`src/rtl/cmsdk_fpga_mem_loader_if.sv`:
```
// Byte-stream and memory-port bundle for the FPGA memory loader.
// The master side is the loader itself; the slave side is the byte source plus the RAM.
interface cmsdk_fpga_mem_loader_if #(
  parameter int AW = 16
);
  logic          BYTE_VALID;
  logic [7:0]    BYTE_DATA;
  logic          BYTE_READY;
  logic [AW-3:0] ADDR;
  logic [31:0]   WDATA;
  logic [3:0]    WREN;
  logic          CS;
  logic [31:0]   RDATA;

  modport master (
    input  BYTE_VALID, BYTE_DATA, RDATA,
    output BYTE_READY, ADDR, WDATA, WREN, CS
  );

  modport slave (
    output BYTE_VALID, BYTE_DATA, RDATA,
    input  BYTE_READY, ADDR, WDATA, WREN, CS
  );
endinterface

```
`src/rtl/cmsdk_fpga_mem_loader.sv`:
```
// Streams little-endian bytes into a word RAM as single-lane writes, sums the loaded
// words, and optionally reads everything back to confirm the RAM holds the same sum.

module cmsdk_fpga_mem_loader_lane #(
  parameter int VEC_W = 8
) (
  input  logic             CLK,
  input  logic             RESET,
  input  logic             clr,
  input  logic             ld,
  input  logic [VEC_W-1:0] din,
  output logic [VEC_W-1:0] q
);
  always_ff @(posedge CLK) begin
    if (RESET || clr) q <= '0;
    else if (ld)      q <= din;
  end
endmodule

module cmsdk_fpga_mem_loader #(
  parameter int AW        = 16,
  parameter bit VERIFY_EN = 1'b1
) (
  input  logic                   CLK,
  input  logic                   RESET,
  input  logic                   START,
  input  logic [AW-3:0]          LEN_WORDS,
  cmsdk_fpga_mem_loader_if.master bus,
  output logic                   BUSY,
  output logic                   DONE,
  output logic                   ERROR,
  output logic [31:0]            CHECKSUM
);
  localparam int NUM_LANES = 4;
  localparam int VEC_W     = 8;
  localparam int WW        = AW - 2;
  localparam int STAGES    = 1;

  typedef enum logic [2:0] {IDLE, LOAD, VERIFY, DRAIN, FINISH} state_t;

  state_t                              state;
  logic [WW-1:0]                       len, widx, ridx;
  logic [1:0]                          bidx;
  logic [31:0]                         load_sum, rb_sum;
  logic [STAGES:0]                     vld_pipe;
  logic [NUM_LANES-2:0][VEC_W-1:0]     lane_q;
  logic [NUM_LANES-1:0]                lane_sel;
  logic                                accept, start_ok, last_byte, rd_issue;
  logic [31:0]                         word, load_sum_nxt, rb_sum_nxt;

  assign accept    = bus.BYTE_VALID && bus.BYTE_READY;
  assign start_ok  = START && (state == IDLE || state == FINISH);
  assign last_byte = accept && (bidx == 2'd3) && (widx == len - WW'(1));
  assign rd_issue  = (state == VERIFY) && (ridx != len);
  assign lane_sel  = NUM_LANES'(1) << bidx;

  // Lanes 0..2 are held; the top lane comes straight from the stream so the
  // completed word can be summed on the same edge that accepts its last byte.
  for (genvar g = 0; g < NUM_LANES - 1; g++) begin : g_lane
    cmsdk_fpga_mem_loader_lane #(.VEC_W(VEC_W)) u_lane (
      .CLK  (CLK),
      .RESET(RESET),
      .clr  (start_ok),
      .ld   (accept && lane_sel[g]),
      .din  (bus.BYTE_DATA),
      .q    (lane_q[g])
    );
    assign word[g*VEC_W +: VEC_W] = lane_q[g];
  end
  assign word[(NUM_LANES-1)*VEC_W +: VEC_W] = bus.BYTE_DATA;

  assign load_sum_nxt = load_sum + word;
  assign rb_sum_nxt   = rb_sum + (vld_pipe[STAGES] ? bus.RDATA : 32'd0);

  assign BUSY = (state == LOAD) || (state == VERIFY) || (state == DRAIN);
  assign DONE = (state == FINISH);

  always_ff @(posedge CLK) begin
    if (RESET) begin
      state          <= IDLE;
      len            <= '0;
      widx           <= '0;
      ridx           <= '0;
      bidx           <= '0;
      load_sum       <= '0;
      rb_sum         <= '0;
      vld_pipe       <= '0;
      bus.BYTE_READY <= 1'b0;
      bus.CS         <= 1'b0;
      bus.WREN       <= '0;
      bus.ADDR       <= '0;
      bus.WDATA      <= '0;
      ERROR          <= 1'b0;
      CHECKSUM       <= '0;
    end else begin
      bus.CS   <= 1'b0;
      bus.WREN <= '0;
      vld_pipe <= {vld_pipe[STAGES-1:0], rd_issue};
      rb_sum   <= rb_sum_nxt;
      if (start_ok) begin
        len            <= LEN_WORDS;
        widx           <= '0;
        ridx           <= '0;
        bidx           <= '0;
        load_sum       <= '0;
        rb_sum         <= '0;
        ERROR          <= 1'b0;
        CHECKSUM       <= '0;
        // A zero-length load passes through LOAD for one cycle with the stream closed.
        bus.BYTE_READY <= (LEN_WORDS != '0);
        state          <= LOAD;
      end else begin
        case (state)
          LOAD: begin
            if (len == '0) state <= FINISH;
            if (accept) begin
              bus.CS    <= 1'b1;
              bus.WREN  <= lane_sel;
              bus.WDATA <= {NUM_LANES{bus.BYTE_DATA}};
              bus.ADDR  <= widx;
              bidx      <= bidx + 2'd1;
              if (bidx == 2'd3) begin
                widx     <= widx + WW'(1);
                load_sum <= load_sum_nxt;
              end
              if (last_byte) begin
                bus.BYTE_READY <= 1'b0;
                if (VERIFY_EN) begin
                  state <= VERIFY;
                end else begin
                  state    <= FINISH;
                  CHECKSUM <= load_sum_nxt;
                end
              end
            end
          end
          // First VERIFY cycle carries the final write, so reads start one cycle later.
          VERIFY: begin
            if (rd_issue) begin
              bus.CS   <= 1'b1;
              bus.ADDR <= ridx;
              ridx     <= ridx + WW'(1);
            end else begin
              state <= DRAIN;
            end
          end
          DRAIN: begin
            state    <= FINISH;
            ERROR    <= (rb_sum_nxt != load_sum);
            CHECKSUM <= load_sum;
          end
          default: ;
        endcase
      end
    end
  end
endmodule

```
`src/flat_wrapper.sv`:
```
// flat-port wrapper written by rule: the top's interface ports become plain ports
module cmsdk_fpga_mem_loader_flat 
#(
  parameter int AW        = 16,
  parameter bit VERIFY_EN = 1'b1
)
  (CLK, RESET, START, LEN_WORDS, BUSY, DONE, ERROR, CHECKSUM, bus_BYTE_VALID, bus_BYTE_DATA, bus_RDATA, bus_BYTE_READY, bus_ADDR, bus_WDATA, bus_WREN, bus_CS);
  cmsdk_fpga_mem_loader_if #(.AW(AW)) bus_i ();
  input  logic CLK;
  input  logic RESET;
  input  logic START;
  input  logic [AW-3:0] LEN_WORDS;
  output logic BUSY;
  output logic DONE;
  output logic ERROR;
  output logic [31:0] CHECKSUM;
  input wire logic [$bits(bus_i.BYTE_VALID)-1:0] bus_BYTE_VALID;
  input wire logic [$bits(bus_i.BYTE_DATA)-1:0] bus_BYTE_DATA;
  input wire logic [$bits(bus_i.RDATA)-1:0] bus_RDATA;
  output wire logic [$bits(bus_i.BYTE_READY)-1:0] bus_BYTE_READY;
  output wire logic [$bits(bus_i.ADDR)-1:0] bus_ADDR;
  output wire logic [$bits(bus_i.WDATA)-1:0] bus_WDATA;
  output wire logic [$bits(bus_i.WREN)-1:0] bus_WREN;
  output wire logic [$bits(bus_i.CS)-1:0] bus_CS;
  assign bus_i.BYTE_VALID = bus_BYTE_VALID;
  assign bus_i.BYTE_DATA = bus_BYTE_DATA;
  assign bus_i.RDATA = bus_RDATA;
  assign bus_BYTE_READY = bus_i.BYTE_READY;
  assign bus_ADDR = bus_i.ADDR;
  assign bus_WDATA = bus_i.WDATA;
  assign bus_WREN = bus_i.WREN;
  assign bus_CS = bus_i.CS;
  cmsdk_fpga_mem_loader #(.AW(AW), .VERIFY_EN(VERIFY_EN)) u_core (.CLK(CLK), .RESET(RESET), .START(START), .LEN_WORDS(LEN_WORDS), .bus(bus_i), .BUSY(BUSY), .DONE(DONE), .ERROR(ERROR), .CHECKSUM(CHECKSUM));
endmodule
```
`config.mk`:
```
export PLATFORM = sky130hd
export DESIGN_NAME = cmsdk_fpga_mem_loader_flat
export DESIGN_NICKNAME = d
export VERILOG_FILES = /design/src/rtl/cmsdk_fpga_mem_loader_if.sv /design/src/rtl/cmsdk_fpga_mem_loader.sv /design/src/flat_wrapper.sv
export SDC_FILE = /design/constraint.sdc
export NUM_CORES = 1
export LEC_CHECK = 0
export BUFFER_PORTS_ARGS = -buffer_cell sky130_fd_sc_hd__buf_4
export CAP_MARGIN = 30
export CELL_PAD_IN_SITES_DETAIL_PLACEMENT = 2
export CELL_PAD_IN_SITES_GLOBAL_PLACEMENT = 2
export CORE_UTILIZATION = 37
export CTS_CLUSTER_SIZE = 16
export DETAILED_ROUTE_END_ITERATION = 6
export PLACE_DENSITY_LB_ADDON = 0.1
export SLEW_MARGIN = 20
export SYNTH_ARGS = -nofsm -noshare
export SYNTH_HDL_FRONTEND = slang
export SYNTH_SLANG_ARGS = --single-unit
```
`constraint.sdc`:
```
create_clock -name CLK -period 10.4 [get_ports CLK]
set_input_delay 0.52 -clock CLK [delete_from_list [all_inputs] [get_ports CLK]]
set_output_delay 0.52 -clock CLK [all_outputs]
set_load 0.02 [all_outputs]
```
; Word level (Yosys, flattened, before mapping)
; Cells that the tools add are included.
[classes]
n_addsub = 6
eq_ne = 12
n_shift = 1
mux = 17
bitwise_logic = 3
n_reduce_logical = 31
[op_table]
columns = operator, count
row1 = $add A32 B32 Y32, 2
row2 = $mux W32, 1
row3 = $ne A32 B32 Y1, 1
row4 = $add A14 B1 Y14 const B, 2
row5 = $mux W14, 2
row6 = $pmux W14 S2, 1
row7 = $eq A14 B14 Y1, 1
row8 = $logic_not A14 Y1, 1
row9 = $ne A14 B14 Y1, 1
row10 = $reduce_bool A14 Y1, 1
row11 = $sub A14 B1 Y14 const B, 1
row12 = $mux W3, 4
row13 = $pmux W3 S3, 1
row14 = $reduce_and A3 Y1, 3
row15 = $logic_and A1 B1 Y1, 8
row16 = $reduce_and A2 Y1, 4
row17 = $reduce_bool A2 Y1, 4
row18 = $mux W1, 7
row19 = $eq A3 B2 Y1 const B, 2
row20 = $logic_or A1 B1 Y1, 4
row21 = $ne A2 B1 Y1 const B, 2
row22 = $reduce_and A4 Y1, 1
row23 = $reduce_bool A4 Y1, 1
row24 = $reduce_or A4 Y1, 1
row25 = 12 further kinds, 14
[word_totals]
register_bits = 222
inputBits = 58
output_inout_bits = 87
elab_cells = 89

; Depth between registers and ports, before layout
; Gate-level depths: netlist of the first run.
[depth]
ltp_word = 7
ltp_mapped = 15
depth_no_buf = 13

; Cells and area by module
; A second synthesis of the first run with hierarchy kept.
[hier_totals]
hier_cells = 1547
hier_area_um2 = 12291.8
[by_module_without_submodules]
columns = module, instances, cells_each, area_each_um2
row1 = cmsdk_fpga_mem_loader, 1, 1466, 11405.9
row2 = cmsdk_fpga_mem_loader_lane, 3, 27, 295.3

; Least setup slack after synthesis of the first run
; OpenSTA, ideal clock, no wires.
[synth_timing]
kind = reg2reg
startpoint = register u_core.vld_pipe[1]
endpoint = register u_core.ERROR
setup_time_ps = 121
arrival_time_ps = 3303
setup_slack_ps = 6976
path_stages_with_launch = 15
path_buffers = 1
path_cell_list = dfxtp_1 -> clkbuf_1 -> and2_1 -> ha_1 -> fa_1 -> a211oi_2 -> or4_4 -> and4b_4 -> o2bb2a_4 -> o221ai_1 -> or4_1 -> nor4_1 -> nand4_1 -> nor4_1 -> nor2_1
[synth_via]
elab_chain_cells = 3
[synth_rtl]
columns = element, line_no
row1 = start: declaration, cmsdk_fpga_mem_loader.sv:45  ; logic [STAGES:0] vld_pipe;
row2 = start signal: assignment, cmsdk_fpga_mem_loader.sv:98  ; vld_pipe <= {vld_pipe[STAGES-1:0], rd_issue};
row3 = $mux W32, cmsdk_fpga_mem_loader.sv:73  ; assign rb_sum_nxt = rb_sum + (vld_pipe[STAGES] ? bus.RDATA : 32'd0);
row4 = $add A32 B32 Y32, cmsdk_fpga_mem_loader.sv:73
row5 = $ne A32 B32 Y1, cmsdk_fpga_mem_loader.sv:149  ; ERROR <= (rb_sum_nxt != load_sum);
row6 = end signal: assignment, cmsdk_fpga_mem_loader.sv:149
row7 = end: declaration, cmsdk_fpga_mem_loader.sv:31  ; output logic ERROR,
; Every way passes these cells.
; A chain may end at the register's enable or synchronous reset.

; Final worst setup path of the first run
; Same ends and word-level chain as after synthesis.

==> impl_metrics.json, run 1 <==
{
  "ys_types": 72,
  "via_per_inst": 5.55,
  "whs_ps": 305,
  "syn_inst": 1571,
  "dieArea_um2": 33700,
  "cts.path.max_buffers": 2,
  "path_class": "reg2reg",
  "setup_viol": 0,
  "cts_made_buffers": 17,
  "maxCapViolations": 0,
  "cp_max_fo": 25,
  "finalHoldViolCount": 0,
  "crit_slowest_cell": "or4_1",
  "n_fill_cell": 3734,
  "synth_top_area_frac": 0.325,
  "hold_path.class": "in2reg",
  "synth_ff_type": "dfxtp_1",
  "ys_warn_count": 0,
  "clock_latency_ps": 470,
  "rows": 66,
  "ys_async_sr_fraction": 0,
  "cp.arrival_ps": 4720,
  "path_cells": "buf_4 > and2_1 > ha_1 > o211ai_1 > a21oi_1 > a31oi_1 > o21ai_1 > xor3_1 > or4_1 > nor4_1 > nand4_1 > nor4_1 > nor2_1",
  "cts_setup_buffers": 0,
  "drc": 0,
  "max_freq_ghz": 0.229,
  "p_leak_uw": 0.00552,
  "die_w_um": 183,
  "clock_skew_ps": 14.3,
  "drt_iter0_drc": 486,
  "start_util": 0.376,
  "fp.dieH_um": 183,
  "wire_per_inst_um": 20.7,
  "grt_pass1_vias": 12100,
  "synth_top_area_cell": "dfxtp_1",
  "clk_pin_slew_worst_paths_ps": 80,
  "fin_crit_ps": 4370,
  "diodes": 0,
  "cts_tree": "done",
  "crit_required_ps": 10750,
  "firstDrtPassIters": 4,
  "cpPeakStageDelay_ps": 510,
  "grt_pass1_wl_mm": 67.5,
  "ant_nets": 0,
  "post_synth.cell_area_avg_um2": 7.76,
  "yosys.cell_count.top_type": "nand2_1",
  "drive_gt1_frac": 0.125,
  "cts.sinks": 198,
  "synth_edf_count": 0,
  "top_level_ports": 145,
  "antenna_found_initial": 0,
  "finalSetupTns_ps": 0,
  "gr-total-overflow": 0,
  "slew_headroom": 0.352,
  "io_buffers": 144,
  "grt_usage": 0.259,
  "final_max_slew_viol_count": 0,
  "ir_drop_mv": 0.119,
  "core_um2": 32500,
  "synthTopCellsByCount": "236 x nand2_1, 198 x dfxtp_1, 188 x a21oi_1",
  "cts_resized": 0,
  "num_vias": 11500,
  "synth_fp_nets": 1700,
  "status": "complete, no violations",
  "gp_congestion": 0.856,
  "ys_seq_elements": 198,
  "routed_wl_mm": 43.0,
  "cts-root-buf": "clkbuf_16",
  "start_kind": "flip-flop",
  "path_common_cell": "nor4_1",
  "synth_area_leaders": "dfxtp_1 33%, a21oi_1 7.7%, nand2_1 7.3%",
  "hold_buffers": 0,
  "fin_nets": 1753,
  "grt_max_degree": 85,
  "h-tree-depth": 4,
  "rsz0062_at_grt": "no",
  "worst_pin_slew_ps": 947,
  "area_growth_pct": 14.5,
  "netlist_area_um2": 12200,
  "dp_hpwl_mm": 32.2,
  "end_kind": "flip-flop",
  "ys_seq_area_frac": 0.325,
  "power_per_cell_area_nw_per_um2": 114,
  "fin_crit_sh": 0.420
}
## final timing paths
| check | start | endpoint | slack (ps) | cells after the start |
|---|---|---|---|---|
| worst min register to register | u_core.CHECKSUM[2] | u_core.CHECKSUM[2] | 460 | 2 |
| worst min-delay path | LEN_WORDS[5] | u_core.len[5] | 310 | 3 |
| worst max register to register | u_core.vld_pipe[1] | u_core.ERROR | 6030 | 13 |
| worst max-delay path | u_core.vld_pipe[1] | u_core.ERROR | 6030 | 13 |
## registers in the layout, summed over array words and instances, names as in the netlist
register	count
u_core.CHECKSUM	32
u_core.ERROR	1
u_core.bidx	2
u_core.bus.ADDR	14
u_core.bus.BYTE_READY	1
u_core.bus.CS	1
u_core.bus.WDATA	8
u_core.bus.WREN	4
u_core.g_lane.u_lane.q	24
u_core.len	14
u_core.load_sum	32
u_core.rb_sum	32
u_core.ridx	14
u_core.state	3
u_core.vld_pipe	2
u_core.widx	14
## critical path, delay by kind of cell (launching register included)
kind,cells,cell delay (ps)
AND/OR/NAND/NOR,6,1660
adder cells (fa/ha/maj),1,450
buffers and inverters,1,320
flip-flops,1,500
AO/OA/AOI/OAI,4,1040
XOR/XNOR,1,290
## where the power goes
group | switching (µW) | internal [µW] | total, µW
clock network | 352 | 321 | 673
logic | 86.9 | 50.5 | 137
registers | 12.3 | 764 | 777
## cells by family (layout without fill, tap and decap cells)
group / count (synthesis) / after routing / synth area share
mux: 16 / 16 / 0.0132
buf+inv: 152 / 218 / 0.0550
fa+ha+maj: 71 / 71 / 0.0741
compound gates: 371 / 371 / 0.182
flops: 198 / 198 / 0.325
simple gates: 635 / 635 / 0.247
xor+xnor: 128 / 128 / 0.104
## metrics by stage
| stage | utilization | total power [µW] | cell area, µm² | setup slack [ps] | instances |
|---|---|---|---|---|---|
| after global routing | 0.430 | 1650 | 14000 | 5600 | 2079 |
| after CTS | 0.430 | 1610 | 14000 | 5980 | 2079 |
| after floorplan | - | 875 | 12200 | 6980 | 1571 |
| after global placement | 0.412 | 927 | 13400 | 6180 | 2046 |
| final | 0.430 | 1590 | 14000 | 6030 | 2079 |
| after detailed placement | 0.412 | 930 | 13400 | 6010 | 2047 |
## metal layers
layer  GRT usage  vias up  share of wire
met5           0        -              0
met4      0.0957        0          0.029
met3      0.0351       63          0.026
met2       0.463      167           0.50
met1       0.316     5747           0.44
li1            -     5555              -
## layout by cell type (no fill, tap or decap), types with 4 or more instances in the layout
cell	n
a2111oi_0	4
a211o_1	5
a211oi_1	8
a21boi_0	5
a21o_1	27
a21oi_1	188
a31oi_1	20
and2_1	47
and3_1	20
buf_4	152
clkbuf_16	17
clkinv_8	4
dfxtp_1	198
ha_1	69
inv_1	33
inv_6	5
mux2i_1	15
nand2_1	236
nand2b_1	8
nand3_1	62
nand3b_1	6
nand4_1	22
nor2_1	129
nor2b_1	11
nor3_1	27
nor4_1	16
o211ai_1	4
o21a_1	7
o21ai_0	53
o21bai_1	6
o22ai_1	4
o31ai_1	7
or2_2	5
or3_1	18
or4_1	11
xnor2_1	71
xnor3_1	6
xor2_1	47
xor3_1	4
## area by class of cell
type	count	area [µm²]	share of cell area
multi-input cells	1221	7580	0.543
flip-flops and latches	198	3960	0.284
repair buffers	153	1150	0.0826
well taps	442	553	0.0396
clock buffers	17	425	0.0305
clock inverters	15	160	0.0115
inverters	33	124	0.00888
No activity file was read; power rests on OpenSTA's default activity.
==> run 2: changes to the inputs <==
--- a/config.mk
+++ b/config.mk
@@ -9,7 +9,7 @@
 export CAP_MARGIN = 30
 export CELL_PAD_IN_SITES_DETAIL_PLACEMENT = 2
 export CELL_PAD_IN_SITES_GLOBAL_PLACEMENT = 2
-export CORE_UTILIZATION = 37
+export CORE_UTILIZATION = 31
 export CTS_CLUSTER_SIZE = 16
 export DETAILED_ROUTE_END_ITERATION = 6
 export PLACE_DENSITY_LB_ADDON = 0.1
==> constraint.sdc (replaced) <==
create_clock -name CLK -period 4 [get_ports CLK]
set_input_delay 0.2 -clock CLK [delete_from_list [all_inputs] [get_ports CLK]]
set_output_delay 0.2 -clock CLK [all_outputs]
set_load 0.02 [all_outputs]
==> run 2 against run 1 <==
  * Cell count grew 5.4%
  * Fmax increased by 13%
  * Total power rose to 2.7 times the previous value
  * Global-route usage decreased by 3.8 points
  * Critical path type unchanged
  * Largest cell class unchanged
  * Largest power group unchanged
==> impl_metrics.json, run 2 (synthesis results as in run 1) <==
{
  "final_util": 0.372,
  "grt_pass1_vias": 12300,
  "seq_power_share": 0.476,
  "io_buffers": 144,
  "cp_max_fo": 10,
  "cts.path.max_buffers": 2,
  "max_freq_ghz": 0.258,
  "wire_per_inst_um": 20.3,
  "r2r_start": "u_core.vld_pipe[1]",
  "hold_path.class": "in2reg",
  "dp.cells": 2146,
  "whs_ps": 47.0,
  "fin_crit_sh": 0.970,
  "switching_power_uw": 1090,
  "fin_ws_ps": 119,
  "cts-root-buf": "clkbuf_16",
  "ff2ff_path_depth": 13,
  "dr_wl_met2_mm": 22.4,
  "firstDrtPassIters": 4,
  "fp.dieH_um": 200,
  "rrSetupSlack_ps": 120,
  "wl_met1_mm": 20.3,
  "reg_top3": "u_core.CHECKSUM (32), u_core.load_sum (32), u_core.rb_sum (32)",
  "fin_crit_ps": 3880,
  "start_util": 0.315,
  "fin_nets": 1791,
  "path_class": "reg2reg",
  "met3WireLength_mm": 1.09,
  "drt_iter0_drc": 428,
  "n_fill_cell": 4517,
  "power_per_cell_area_nw_per_um2": 294,
  "power.share.clock": 0.435,
  "worst_hold_path.endpoint": "u_core.g_lane[2].u_lane.q[7]",
  "final_max_slew_viol_count": 0,
  "gr-total-overflow": 0,
  "mostFrequentLayoutCell": "nand2_1",
  "p_sw_frac": 0.257,
  "top_level_ports": 145,
  "dieArea_um2": 40100,
  "die_w_um": 200,
  "slew_headroom": 0.418,
  "cts_setup_buffers": 0,
  "diodes": 0,
  "grt_max_degree": 60,
  "core_um2": 38700,
  "routed_wl_mm": 44.6,
  "area_growth_pct": 18.3,
  "cp.arrival_ps": 4220,
  "pwr-share-comb": 0.088,
  "clock_latency_ps": 460,
  "fin_cells": 2191,
  "final_cell_mix": "236 x nand2_1, 197 x dfxtp_1, 188 x a21oi_1, 174 x buf_4, 129 x nor2_1",
  "end_kind": "flip-flop",
  "grt_pass1_wl_mm": 69.6,
  "cts_made_buffers": 17,
  "drc": 0,
  "hold-path-cell-count": 3,
  "highest_layer": "met4",
  "num_vias": 11500,
  "min_from": "bus_BYTE_DATA[7]",
  "drive_gt1_frac": 0.137,
  "r2r-end": "u_core.ERROR",
  "rsz0062_at_grt": "no",
  "via_per_inst": 5.26,
  "p_int_uw": 3150,
  "cts.sinks": 198,
  "setup_viol": 0,
  "clk_pin_slew_worst_paths_ps": 80,
  "ant_nets": 0,
  "clock_skew_ps": 8.76,
  "detailedPlace.worstSlack_ps": -43.5,
  "p_leak_uw": 0.00572,
  "worst_pin_slew_ps": 873,
  "antenna_found_initial": 0,
  "dp_hpwl_mm": 34.5,
  "start_kind": "flip-flop",
  "h-tree-depth": 4,
  "rows": 72,
  "maxCapViolations": 0,
  "finalHoldViolCount": 0,
  "cts_tree": "done",
  "grt_usage": 0.222,
  "status": "complete, no violations",
  "ir_drop_mv": 0.303,
  "crit_required_ps": 4340,
  "gp_congestion": 0.854
}
run 2: changes by cell type in the layout (fill, tap and decap cells not counted), moves of 2 or more:
| cell | delta |
|---|---|
| buf_4 | +22 |
| bufinv_16 | +3 |
| clkbuf_8 | +2 |
| clkinv_8 | -4 |
| dlygate4sd3_1 | +14 |
| inv_6 | -4 |
| o21ai_1 | -2 |
| o21ai_2 | +2 |
run 2: worst max path at each step:
stage,start,slack (ps),depth (start not counted),endpoint
2_1_floorplan,u_core.vld_pipe[1],580,14,u_core.ERROR
3_3_place_gp,u_core.vld_pipe[1],120,13,u_core.ERROR
3_5_place_dp,u_core.vld_pipe[1],-40,13,u_core.ERROR
4_1_cts,u_core.vld_pipe[1],30,13,u_core.ERROR
5_1_grt,u_core.vld_pipe[1],6,13,u_core.ERROR
6_report,u_core.vld_pipe[1],120,13,u_core.ERROR
run 2: final cells by class:
cell class | instances | area [µm²] | area share
multi-input cells | 1221 | 7590 | 0.526
clock buffers | 20 | 457 | 0.0317
repair buffers | 191 | 1490 | 0.103
inverters | 33 | 124 | 0.00859
clock inverters | 10 | 146 | 0.0101
well taps | 518 | 648 | 0.0449
flip-flops and latches | 198 | 3970 | 0.275
run 2: worst max-delay path, cell delays in order, from the launching register on:
cell	delay [ps]
dfxtp_2	380
and2_1	160
ha_1	240
fa_1	450
a211oi_2	350
or4_4	220
and4b_4	280
o21ai_2	110
a311o_2	400
mux2i_1	140
a2111oi_1	510
nand4_1	180
nor4_1	260
nor2_1	80
run 2: repair_timing:
| action | 4_1_cts | 5_1_grt |
|---|---|---|
| endpoints found under the hold margin | 14 | 0 |
| resized for setup | 3 | 5 |
| hold buffers | 14 | 0 |
| setup endpoints to repair | 1 | 1 |
run 2: routing by layer:
layer,vias up,track usage
met5,-,0
met4,0,0.0564
met3,38,0.0335
met2,132,0.402
met1,5716,0.272
li1,5632,-
run 2: power groups by stage:
stage | clock network [µW] | registers, µW | logic, µW
detailed placement | 0 | 2070 | 365
floorplan | 0 | 2050 | 222
global placement | 0 | 2070 | 357
CTS | 1910 | 2020 | 378
global route | 1980 | 2020 | 411
finish | 1850 | 2020 | 375
run 2: metrics by stage:
| stage | TNS, ps | area (µm²) | total power [µW] |
|---|---|---|---|
| finish | 0 | 14400 | 4240 |
| global route | 0 | 14400 | 4410 |
| CTS | 0 | 14400 | 4300 |
| detailed placement | -43.5 | 13600 | 2430 |
| global placement | 0 | 13600 | 2420 |
| floorplan | 0 | 12200 | 2280 |
==> run 3: changes to the inputs <==
==> constraint.sdc (replaced) <==
create_clock -name CLK -period 4 [get_ports CLK]
set_input_delay 0.8 -clock CLK [delete_from_list [all_inputs] [get_ports CLK]]
set_output_delay 0.8 -clock CLK [all_outputs]
set_load 0.02 [all_outputs]
==> run 3 against run 2 <==
  * Routed wire length increased by 1.7%
  * Sequential share of layout area decreased by 0.43 points
  * Final area increased by 1.6%
  * Register-to-register slack improved by 170 ps
==> impl_metrics.json, run 3 (synthesis results as in run 1) <==
{
  "finalSetupTns_ps": 0,
  "ant_nets": 0,
  "fin_crit_ps": 3710,
  "drive_gt1_frac": 0.164,
  "pwr-share-comb": 0.087,
  "worst_hold_path.endpoint": "u_core.vld_pipe[1]",
  "cpPeakStageDelay_ps": 510,
  "p_sw_frac": 0.269,
  "reg_top3": "u_core.CHECKSUM (32), u_core.load_sum (32), u_core.rb_sum (32)",
  "slew_headroom": 0.491,
  "diodes": 0,
  "fin_nets": 1828,
  "status": "complete, no violations",
  "power_per_cell_area_nw_per_um2": 287,
  "dp.cells": 2198,
  "hold_path.class": "reg2reg",
  "power.share.clock": 0.433,
  "start_kind": "flip-flop",
  "path_cells": "buf_4 > and2_1 > ha_1 > fa_1 > a211oi_2 > or4_4 > and4b_4 > o21ai_1 > a311o_2 > mux2i_1 > a2111oi_0 > nand4_1 > nor4_1 > nor2_1",
  "rrSetupSlack_ps": 290,
  "clock_skew_ps": 14.1,
  "area_growth_pct": 20.2,
  "whs_ps": 444,
  "clk_pin_slew_worst_paths_ps": 70,
  "min_from": "u_core.vld_pipe[0]",
  "grt_max_degree": 57,
  "grt_usage": 0.228,
  "ir_drop_mv": 0.314,
  "num_vias": 11700,
  "placed_area_um2": 14000,
  "cts_made_buffers": 17,
  "via_per_inst": 5.26,
  "fin_ws_ps": 286,
  "cp_max_fo": 12,
  "cts_setup_buffers": 0,
  "routed_wl_mm": 45.3,
  "io_buffers": 144,
  "top_level_ports": 145,
  "die_w_um": 200,
  "seq_power_share": 0.480,
  "worst_pin_slew_ps": 764,
  "cts.path.max_buffers": 2,
  "p_leak_uw": 0.00590,
  "crit_required_ps": 4350,
  "stdcell_area_um2": 14600,
  "crit_slowest_cell": "a2111oi_0",
  "wire_per_inst_um": 20.3,
  "fin_crit_sh": 0.928,
  "cp.arrival_ps": 4060,
  "path_delay_family": "compound AO/OA/AOI/OAI gates",
  "crit_buf_inv": 1,
  "rows": 72,
  "finalHoldViolCount": 0,
  "dieArea_um2": 40100,
  "switching_power_uw": 1130,
  "n_fill_cell": 4494,
  "grt_pass1_vias": 12700,
  "maxCapViolations": 0,
  "drt_iter0_drc": 358,
  "cts.sinks": 198,
  "ff2ff_path_depth": 14,
  "mostFrequentLayoutCell": "nand2_1",
  "gp_congestion": 0.881,
  "gr-total-overflow": 0,
  "r2r-end": "u_core.ERROR",
  "rsz0062_at_grt": "no",
  "r2r_start": "u_core.vld_pipe[1]",
  "grt_pass1_wl_mm": 71.6,
  "drc": 0,
  "path_class": "reg2reg",
  "h-tree-depth": 4,
  "clock_latency_ps": 470,
  "final_max_slew_viol_count": 0,
  "fin_cells": 2229,
  "max_freq_ghz": 0.269,
  "detailedPlace.worstSlack_ps": -272,
  "p_int_uw": 3080,
  "start_util": 0.315,
  "fp.dieH_um": 200,
  "hold-path-cell-count": 1,
  "dp_hpwl_mm": 35.6,
  "core_um2": 38700,
  "firstDrtPassIters": 4,
  "end_kind": "flip-flop",
  "antenna_found_initial": 0,
  "cts-root-buf": "clkbuf_16",
  "setup_viol": 0,
  "final_cell_mix": "236 x nand2_1, 226 x buf_4, 198 x dfxtp_1, 187 x a21oi_1, 129 x nor2_1",
  "cts_tree": "done"
}
[run 3: cell count changes in the layout (fill, tap and decap cells not counted), moves of 2 or more]
cell / before / now
buf_4: 174 / 226
dlygate4sd3_1: 14 / 0
o21ai_1: 1 / 3
o21ai_2: 3 / 1
[run 3: power groups by stage]
stage / sequential, µW / combinational [µW] / clock, µW
finish: 2020 / 366 / 1820
global route: 2030 / 403 / 1950
CTS: 2020 / 371 / 1890
detailed placement: 2070 / 369 / 0
global placement: 2070 / 359 / 0
floorplan: 2050 / 222 / 0
[run 3: worst max path at each step]
stage / from / end / cells past startpoint
floorplan: bus_RDATA[0] / u_core.ERROR / 13
global placement: bus_RDATA[0] / u_core.ERROR / 14
detailed placement: bus_RDATA[0] / u_core.ERROR / 15
CTS: u_core.vld_pipe[1] / u_core.ERROR / 15
global route: u_core.vld_pipe[1] / u_core.ERROR / 15
finish: u_core.vld_pipe[1] / u_core.ERROR / 14
[run 3: what timing repair did]
item	CTS	global route
setup endpoints to repair	0	1
hold endpoints to repair	0	0
resized for setup	0	4
hold buffers	0	0
[run 3: final cells by class]
type / count / area [µm²] / area share
Clock buffer: 19 / 443 / 0.0302
Clock inverter: 12 / 145 / 0.00991
Inverter: 33 / 124 / 0.00846
Multi-Input combinational cell: 1221 / 7590 / 0.518
Sequential cell: 198 / 3960 / 0.271
Tap cell: 518 / 648 / 0.0442
Timing Repair Buffer: 228 / 1740 / 0.119
[run 3: metal layers]
metal | share of wire | routed length [µm] | vias up | track usage
li1 | - | - | 5704 | -
met1 | 0.44 | 20100 | 5803 | 0.279
met2 | 0.50 | 22600 | 160 | 0.407
met3 | 0.029 | 1290 | 50 | 0.0280
met4 | 0.028 | 1260 | 0 | 0.0829
met5 | 0 | 0 | - | 0
[run 3: per-stage QoR]
step,power [µW],utilization
after detailed placement,2440,0.363
after global routing,4380,0.378
after CTS,4280,0.378
final,4210,0.378
after global placement,2430,0.363
after floorplan,2280,-
